--- src/rtl/gfp8_group_accumulator_if.sv ---
// Group-result input stream and block-result output stream of gfp8_group_accumulator.
// The accumulator connects through the slave modport; the producer/consumer side uses master.
interface gfp8_group_accumulator_if #(
  parameter int ACC_WIDTH = 40
);
  logic                        i_valid;
  logic                        o_ready;
  logic signed [31:0]          i_mantissa;
  logic signed [7:0]           i_exponent;
  logic                        o_valid;
  logic                        i_ready;
  logic signed [ACC_WIDTH-1:0] o_mantissa;
  logic signed [7:0]           o_exponent;

  modport slave (
    input  i_valid, i_mantissa, i_exponent, i_ready,
    output o_ready, o_valid, o_mantissa, o_exponent
  );

  modport master (
    output i_valid, i_mantissa, i_exponent, i_ready,
    input  o_ready, o_valid, o_mantissa, o_exponent
  );
endinterface

--- src/rtl/gfp8_group_accumulator.sv ---
// Aligns per-group GFP8 results to a running block exponent and sums GROUPS_PER_BLOCK of them.
// Optional macro GFP_ACC_ROUND_EN switches alignment from truncation to round-half-up.
module gfp8_group_accumulator #(
  parameter int GROUPS_PER_BLOCK = 4,
  parameter int ACC_WIDTH        = 40
) (
  input  logic                    i_clk,
  input  logic                    i_reset_n,
  input  logic                    i_clear,
  gfp8_group_accumulator_if.slave bus
);

  localparam int CountWidth = (GROUPS_PER_BLOCK > 1) ? $clog2(GROUPS_PER_BLOCK) : 1;
  localparam logic [CountWidth-1:0] LastCount = CountWidth'(GROUPS_PER_BLOCK - 1);

  typedef enum logic {ACCUM, HOLD} state_e;

  // Shift right by d; shifts past the accumulator width saturate to the sign (or zero when rounding).
  function automatic logic signed [ACC_WIDTH-1:0] alignFn(
    input logic signed [ACC_WIDTH-1:0] x,
    input logic [8:0]                  d
  );
    logic signed [ACC_WIDTH-1:0] result;
`ifdef GFP_ACC_ROUND_EN
    logic signed [ACC_WIDTH-1:0] halfShift;
    halfShift = '0;
    if (d == 9'd0) begin
      result = x;
    end else if ({23'd0, d} >= 32'(ACC_WIDTH)) begin
      result = '0;
    end else begin
      halfShift = x >>> (d - 9'd1);
      result    = (x >>> d) + {{(ACC_WIDTH-1){1'b0}}, halfShift[0]};
    end
`else
    if ({23'd0, d} >= 32'(ACC_WIDTH)) begin
      result = {ACC_WIDTH{x[ACC_WIDTH-1]}};
    end else begin
      result = x >>> d;
    end
`endif
    return result;
  endfunction

  state_e                      state_q, state_d;
  logic signed [ACC_WIDTH-1:0] acc_q, acc_d;
  logic signed [7:0]           accExp_q, accExp_d;
  logic [CountWidth-1:0]       count_q, count_d;
  logic                        empty_q, empty_d;
  logic signed [ACC_WIDTH-1:0] outMant_q, outMant_d;
  logic signed [7:0]           outExp_q, outExp_d;

  logic                        accept;
  logic signed [ACC_WIDTH-1:0] mantExt;
  logic [8:0]                  expDiff;
  logic [8:0]                  expMag;
  logic                        newerExp;
  logic signed [ACC_WIDTH-1:0] sumAcc;
  logic signed [7:0]           sumExp;
  logic                        sumEmpty;

  assign bus.o_valid    = (state_q == HOLD);
  assign bus.o_ready    = (state_q != HOLD) || bus.i_ready;
  assign bus.o_mantissa = outMant_q;
  assign bus.o_exponent = outExp_q;

  assign accept   = bus.i_valid && bus.o_ready;
  assign mantExt  = ACC_WIDTH'(bus.i_mantissa);
  assign expDiff  = {bus.i_exponent[7], bus.i_exponent} - {accExp_q[7], accExp_q};
  assign expMag   = expDiff[8] ? (9'd0 - expDiff) : expDiff;
  assign newerExp = bus.i_exponent > accExp_q;

  // Post-add value of the block if the presented group were accepted this cycle.
  // A zero mantissa never moves the exponent, except that the block's first group seeds it.
  always_comb begin
    sumAcc   = acc_q;
    sumExp   = accExp_q;
    sumEmpty = empty_q;
    if (bus.i_mantissa == 32'sd0) begin
      if (empty_q && (count_q == '0)) begin
        sumExp = bus.i_exponent;
      end
    end else if (empty_q) begin
      sumAcc   = mantExt;
      sumExp   = bus.i_exponent;
      sumEmpty = 1'b0;
    end else if (newerExp) begin
      sumAcc = alignFn(acc_q, expMag) + mantExt;
      sumExp = bus.i_exponent;
    end else begin
      sumAcc = acc_q + alignFn(mantExt, expMag);
    end
  end

  // Block sequencing: the output register loads on the last group while the partial sum restarts.
  always_comb begin
    state_d   = state_q;
    acc_d     = acc_q;
    accExp_d  = accExp_q;
    count_d   = count_q;
    empty_d   = empty_q;
    outMant_d = outMant_q;
    outExp_d  = outExp_q;
    if (i_clear) begin
      state_d  = ACCUM;
      acc_d    = '0;
      accExp_d = '0;
      count_d  = '0;
      empty_d  = 1'b1;
    end else begin
      if ((state_q == HOLD) && bus.i_ready) begin
        state_d = ACCUM;
      end
      if (accept) begin
        if (count_q == LastCount) begin
          outMant_d = sumAcc;
          outExp_d  = sumExp;
          state_d   = HOLD;
          acc_d     = '0;
          accExp_d  = '0;
          count_d   = '0;
          empty_d   = 1'b1;
        end else begin
          acc_d    = sumAcc;
          accExp_d = sumExp;
          count_d  = count_q + 1'b1;
          empty_d  = sumEmpty;
        end
      end
    end
  end

  always_ff @(posedge i_clk or negedge i_reset_n) begin
    if (!i_reset_n) begin
      state_q   <= ACCUM;
      acc_q     <= '0;
      accExp_q  <= '0;
      count_q   <= '0;
      empty_q   <= 1'b1;
      outMant_q <= '0;
      outExp_q  <= '0;
    end else begin
      state_q   <= state_d;
      acc_q     <= acc_d;
      accExp_q  <= accExp_d;
      count_q   <= count_d;
      empty_q   <= empty_d;
      outMant_q <= outMant_d;
      outExp_q  <= outExp_d;
    end
  end

endmodule

--- src/flat_wrapper.sv ---
// flat-port wrapper written by rule: the top's interface ports become plain ports
module gfp8_group_accumulator_flat 
#(
  parameter int GROUPS_PER_BLOCK = 4,
  parameter int ACC_WIDTH        = 40
)
  (i_clk, i_reset_n, i_clear, bus_i_valid, bus_i_mantissa, bus_i_exponent, bus_i_ready, bus_o_ready, bus_o_valid, bus_o_mantissa, bus_o_exponent);
  gfp8_group_accumulator_if #(.ACC_WIDTH(ACC_WIDTH)) bus_i ();
  input  logic i_clk;
  input  logic i_reset_n;
  input  logic i_clear;
  input wire logic [$bits(bus_i.i_valid)-1:0] bus_i_valid;
  input wire logic [$bits(bus_i.i_mantissa)-1:0] bus_i_mantissa;
  input wire logic [$bits(bus_i.i_exponent)-1:0] bus_i_exponent;
  input wire logic [$bits(bus_i.i_ready)-1:0] bus_i_ready;
  output wire logic [$bits(bus_i.o_ready)-1:0] bus_o_ready;
  output wire logic [$bits(bus_i.o_valid)-1:0] bus_o_valid;
  output wire logic [$bits(bus_i.o_mantissa)-1:0] bus_o_mantissa;
  output wire logic [$bits(bus_i.o_exponent)-1:0] bus_o_exponent;
  assign bus_i.i_valid = bus_i_valid;
  assign bus_i.i_mantissa = bus_i_mantissa;
  assign bus_i.i_exponent = bus_i_exponent;
  assign bus_i.i_ready = bus_i_ready;
  assign bus_o_ready = bus_i.o_ready;
  assign bus_o_valid = bus_i.o_valid;
  assign bus_o_mantissa = bus_i.o_mantissa;
  assign bus_o_exponent = bus_i.o_exponent;
  gfp8_group_accumulator #(.GROUPS_PER_BLOCK(GROUPS_PER_BLOCK), .ACC_WIDTH(ACC_WIDTH)) u_core (.i_clk(i_clk), .i_reset_n(i_reset_n), .i_clear(i_clear), .bus(bus_i));
endmodule
--- config.mk ---
export PLATFORM = sky130hd
export DESIGN_NAME = gfp8_group_accumulator_flat
export DESIGN_NICKNAME = d
export VERILOG_FILES = /design/src/rtl/gfp8_group_accumulator_if.sv /design/src/rtl/gfp8_group_accumulator.sv /design/src/flat_wrapper.sv
export SDC_FILE = /design/constraint.sdc
export NUM_CORES = 1
export LEC_CHECK = 0
export ABC_AREA = 1
export BUFFER_PORTS_ARGS = -buffer_cell sky130_fd_sc_hd__buf_2
export CAP_MARGIN = 25
export CORE_UTILIZATION = 40
export CTS_BUF_LIST = sky130_fd_sc_hd__clkbuf_4 sky130_fd_sc_hd__clkbuf_8
export CTS_CLUSTER_DIAMETER = 100
export DETAILED_ROUTE_END_ITERATION = 10
export PLACE_DENSITY_LB_ADDON = 0.1
export SLEW_MARGIN = 10
export SYNTH_ARGS = -nofsm -noshare
export SYNTH_HDL_FRONTEND = slang
export SYNTH_SLANG_ARGS = --single-unit
--- constraint.sdc ---
create_clock -name i_clk -period 8.75 [get_ports i_clk]
set_clock_uncertainty 0.1 [all_clocks]
set_input_delay 1.75 -clock i_clk [delete_from_list [all_inputs] [get_ports i_clk]]
set_output_delay 1.75 -clock i_clk [all_outputs]
set_load 0.005 [all_outputs]
After elaboration in Yosys (flattened, before gate mapping)
Index checks and enable logic that the tools add are counted.
W data, S select, Z words.

word-level totals
  bits in registers = 100
  bits of input ports = 45
  output and inout bits = 50
  word-level logic and storage cells = 62

operators by class
  add/sub/neg operators = 5
  magnitude comparators = 2
  equality and inequality tests = 2
  shift operators = 2
  multiplexer cells = 33
  bitwise logic cells = 2
  reductions and logical operators = 9

operators with widths
  kind                   count
  $mux W40               14
  $mux W8                7
  $add A40 B32 Y40       1
  $add A40 B40 Y40       1
  $sshr A32 B9 Y40       1
  $sshr A40 B9 Y40       1
  $logic_not A32 Y1      1
  $ge A9 B6 Y1 const B   1
  $mux W9                1
  $sub A1 B9 Y9 const A  1
  $sub A8 B8 Y9          1
  $gt A8 B8 Y1           1
  $mux W1                8
  $mux W2                3
  $logic_and A1 B1 Y1    3
  $ne A3 B3 Y1 const B   1
  $reduce_and A3 Y1      1
  $add A2 B1 Y2 const B  1
  $eq A2 B2 Y1 const B   1
  $logic_not A2 Y1       1
  $not A1 Y1             2
  $reduce_and A2 Y1      1
  $reduce_bool A2 Y1     1
  $logic_or A1 B1 Y1     1

Depth between registers and ports, before layout
  depth in word-level cells = 15
  mapped depth = 49
  depth with buffers taken out = 48

Least setup slack after synthesis
Ideal clock, no wire load.

  path type = input to register
  start = input bus_i_exponent[0]
  end = register u_core.acc_q[30]
  setup time = 117 ps
  data arrival time = 6,581 ps
  data required time = 8,533 ps
  path slack = 1,952 ps
  stages = 44
  cell sequence = inv_1 > ha_1 > inv_1 > fa_1 > inv_1 > ha_1 > inv_1 > nor2_1 > nand3_1 > nor2_1 > nand2_1 > nand3_2 > nand3_2 > buf_4 > buf_4 > nand3_1 > nand3_1 > nand3_1 > [... 8 more ...] > inv_1 > fa_1 > inv_1 > nand3_1 > nand2_1 > a21oi_1 > inv_1 > a31oi_1 > o21ai_0 > a21boi_0 > o21ai_0 > or2_2 > nand3_1 > nand3_1 > nand2_1 > o21ai_0 > nand2_1 > nand2_1

between the ends
  cells in the longest elaborated chain, start to end = 15
  elaborated cells on any way between the ends = 23

RTL lines
  item                                                  line                                                        source
  start: declaration                                    flat_wrapper.sv:14                                          input wire logic [$bits(bus_i.i_exponent)-1:0] bus_i_exponent;
  $sub A8 B8 Y9                                         gfp8_group_accumulator.sv:69                                assign expDiff = {bus.i_exponent[7], bus.i_exponent} - {accExp_q[7], accExp_q};
  $sub A1 B9 Y9                                         gfp8_group_accumulator.sv:70                                assign expMag = expDiff[8] ? (9'd0 - expDiff) : expDiff;
  $mux W9                                               gfp8_group_accumulator.sv:70
  $sshr A40 B9 Y40 (tied with other cells)              gfp8_group_accumulator.sv:39                                result = x >>> d;
  $mux W40                                              gfp8_group_accumulator.sv:36                                if ({23'd0, d} >= 32'(ACC_WIDTH)) begin
  $mux W40                                              gfp8_group_accumulator.sv:87                                end else if (newerExp) begin
  $mux W40                                              gfp8_group_accumulator.sv:83                                end else if (empty_q) begin
  $mux W40                                              gfp8_group_accumulator.sv:79                                if (bus.i_mantissa == 32'sd0) begin
  $add A40 B32 Y40 or $add A40 B40 Y40 (tied branches)  gfp8_group_accumulator.sv:88, gfp8_group_accumulator.sv:91
  $mux W40 (*)                                          gfp8_group_accumulator.sv:87
  $mux W40 (*)                                          gfp8_group_accumulator.sv:83
  $mux W40 (*)                                          gfp8_group_accumulator.sv:79
  $mux W40 (*)                                          gfp8_group_accumulator.sv:115                               if (count_q == LastCount) begin
  $mux W40 (*)                                          gfp8_group_accumulator.sv:114                               if (accept) begin
  $mux W40 (*)                                          gfp8_group_accumulator.sv:104                               if (i_clear) begin
  end signal: assignment                                gfp8_group_accumulator.sv:136                               acc_q <= '0;
  end signal: assignment                                gfp8_group_accumulator.sv:144                               acc_q <= acc_d;
  end: declaration                                      gfp8_group_accumulator.sv:46                                logic signed [ACC_WIDTH-1:0] acc_q, acc_d;

Mark *: on every way between the ends. The rest lies on a longest branch, timed or not. The select of a mux whose other input is x is not followed.
A chain may end at the register's enable or synchronous reset.

Worst setup path in the final report
  start = input bus_i_exponent[0]
  end = register u_core.acc_q[32]

The elaborated chain is that of the path after synthesis.

==> flow_metrics.py <==
metrics = {
    "detailed_routing": {
        "wirelength_um": 79200,
        "dr_total_vias": 19800,
        "post_drt_wl_per_cell_um": 24.1,
        "vias_per_cell": 6.05,
        "final_antenna_net_count": 0,
        "drt_iter0_markers": 2391,
        "dr.pass1.iters": 9,
        "drc_errors": 0,
    },
    "timing": {
        "fin_setup_tns_ps": 0,
        "rsz0062_at_grt": "false",
        "slew_headroom_pct": 39.8,
        "slew_violations": 0,
        "fin_crit_sh_pct": 93.4,
        "hold_viol": 0,
        "finalCriticalPeriod_ps": 8180,
        "finalSetupViolations": 0,
        "timing.fmax_ghz": 0.122,
        "tightest_slew_ps": 902,
    },
    "power_and_ir_drop": {
        "p_switching_uw": 3160,
        "clockPowerShare_pct": 6.1,
        "p_leak_uw": 0.00859,
        "ir_drop_v": 0.000173,
        "power_frac_comb_pct": 81.1,
        "powerDensity_nw_per_um2": 303,
        "internal_power_uw": 1980,
        "sw_frac_of_total_pct": 61.5,
        "seq_power_share_pct": 12.8,
        "power_uw": 5140,
    },
    "logic_synthesis": {
        "ys_seq_elements": 100,
        "yosys_most_used_dff": "dfrtp_1",
        "avgSynthCellArea_um2": 5.70,
        "synth.distinct_cells": 54,
        "synth.area.top_cells": "nand2_1, nand3_1, dfrtp_1, ha_1, o21ai_0",
        "synth_xor_area_share_pct": 2.90,
        "synth_cells": 2700,
        "muxShareOfSynthArea_pct": 0,
        "syn_nets": 2841,
        "synth.top_cell.area_share_pct": 18.0,
        "synth_top_family_by_area": "simple AND/OR/NAND/NOR gates",
        "synth_compound_area_share_pct": 20.3,
        "async_flop_share_pct": 100,
        "synthSimpleGateAreaFrac_pct": 42.3,
        "synthAdderAreaFrac_pct": 7.95,
        "synth_seq_area_share_pct": 16.3,
        "synth_edf_count": 0,
        "synth.most_common_cell": "nand2_1",
        "synth_common_cells": "nand2_1, nand3_1, inv_1, o21ai_0, a21oi_1",
        "synth_area_leader_cell": "nand2_1",
        "syn_area_um2": 15400,
        "yosysWarnings": 0,
    },
    "worst_setup_path": {
        "crit_type": "in2reg",
        "cp_max_fo": 77,
        "cp.required_ps": 8980,
        "cp.arrival_ps": 8410,
        "start_kind": "input port",
        "crit_top_cell": "nand2_1",
        "cpPeakStageDelay_ps": 450,
        "worst_setup_path_end_kind": "register",
        "slowest_stage": "fa_1",
    },
    "placement": {
        "numPortBuffers": 94,
        "gp_congestion": 1.06,
        "dp_hpwl_um": 64400,
    },
    "floorplan": {
        "initial_core_util_pct": 40.8,
        "rows": 71,
        "dieArea_um2": 39300,
        "fp.dieW_um": 198,
        "core-area_um2": 37800,
        "die_h_um": 198,
        "boundaryPins": 95,
    },
    "clock_tree": {
        "cts_resized": 0,
        "clkSlewWorstSetupHoldPaths_ps": 120,
        "post_cts_buffers": 0,
        "clock_latency_ps": 410,
        "clockBufferDepth": 2,
        "root_buffer": "clkbuf_8",
        "cts_tree": "done",
        "htreeDepth": 3,
        "cts_num_sinks": 100,
        "ctsHoldBuffers": 0,
        "cts_buffers": 9,
    },
    "job": {
        "drv_cap": 0,
    },
    "global_route": {
        "grt_max_degree": 78,
        "track_usage_pct": 40.2,
        "grt_pass1_wl_um": 117000,
        "grt_pass1_vias": 18400,
        "antenna_found_initial": 3,
        "overflow": 0,
    },
    "final_layout": {
        "regArea_um2": 2500,
        "area_growth_pct": 9.95,
        "multiInputGateArea_um2": 11300,
        "final_core_util_pct": 44.8,
        "nFillCells": 4216,
        "fin_nets": 2905,
        "drive_gt1_share_pct": 9.46,
    },
    "min_path": {
        "hp-class": "reg2reg",
    },
    "outcome": {
        "outcome": "finished clean",
    },
}
cell type report:
class	count	area share (%)
multi-input cells	2207	67.0
diodes	1	0.0148
well taps	511	3.78
flip-flops and latches	100	14.8
clock inverters	7	0.384
inverters	262	5.81
clock buffers	9	0.732
repair buffers	184	7.45
worst max-delay path, delay by kind of cell:
family,cells,cell delay [ps]
buf+inv,8,900
fa+ha+maj,4,1190
simple gates,25,2930
compound gates,8,1610
routing by layer:
layer  wire, um  up-vias  GRT usage [%]
li1           -     9261              -
met2      34000     1012           61.6
met5          8        -              0
met3       6500      196           6.88
met4       5560        2           25.1
met1      33100     9375           52.4
power groups by stage:
stage	clock [uW]	combinational [uW]	sequential (uW)
2_1_floorplan	0	2540	649
3_3_place_gp	0	4040	666
5_1_grt	335	4490	670
4_1_cts	318	4040	659
3_5_place_dp	0	4030	666
6_report	312	4170	659
placed cells by master, fill, tap and decap left out, types with 10 or more instances in the layout:
master | Yosys | final
a21oi_1 | 179 | 179
dfrtp_1 | 99 | 99
nand4_1 | 18 | 18
a21o_1 | 13 | 13
inv_1 | 244 | 243
buf_4 | 6 | 82
o21ai_1 | 17 | 17
xor2_1 | 23 | 23
ha_1 | 93 | 92
or2_2 | 13 | 13
nor3_1 | 11 | 10
o21bai_1 | 11 | 11
nand2_1 | 737 | 737
buf_2 | 29 | 93
xnor2_1 | 23 | 22
nor2_1 | 172 | 171
nand3_1 | 509 | 508
nor4_1 | 13 | 13
a31oi_1 | 24 | 24
o211ai_1 | 23 | 23
o22ai_1 | 28 | 28
inv_2 | 16 | 17
o21ai_0 | 225 | 225
registers in the layout (all words and copies together) (netlist names):
| signal | count |
|---|---|
| u_core.bus.o_mantissa | 40 |
| u_core.accExp_q | 8 |
| u_core.bus.o_valid | 1 |
| u_core.count_q | 2 |
| u_core.empty_q | 1 |
| u_core.acc_q | 40 |
| u_core.bus.o_exponent | 8 |
final timing paths:
check,startpoint,endpoint,slack [ps],depth (start not counted)
max in group asynchronous,i_reset_n,u_core.acc_q[9],6060,2
min in group asynchronous,i_reset_n,u_core.bus.o_mantissa[37],1190,1
min,u_core.bus.o_exponent[4],u_core.bus.o_exponent[4],390,2
max reg2reg,u_core.accExp_q[0],u_core.acc_q[32],1680,43
min reg2reg,u_core.bus.o_exponent[4],u_core.bus.o_exponent[4],390,2
max,bus_i_exponent[0],u_core.acc_q[32],570,45
cells by family after synthesis:
logic type / after synthesis
fa+ha+maj: 96
flops: 100
compound gates: 562
buf+inv: 393
simple gates: 1501
xor+xnor: 48
per-stage QoR:
step | area [um2] | worst slack (ps) | cells | hold slack (ps)
CTS | 16900 | 832 | 3280 | 393
global route | 16900 | 60.8 | 3280 | 412
floorplan | 15400 | 1950 | 2700 | 372
detailed placement | 16700 | 417 | 3264 | 361
finish | 16900 | 575 | 3281 | 391
global placement | 16700 | 513 | 3263 | 360
No activity file was read; power rests on OpenSTA's default activity.
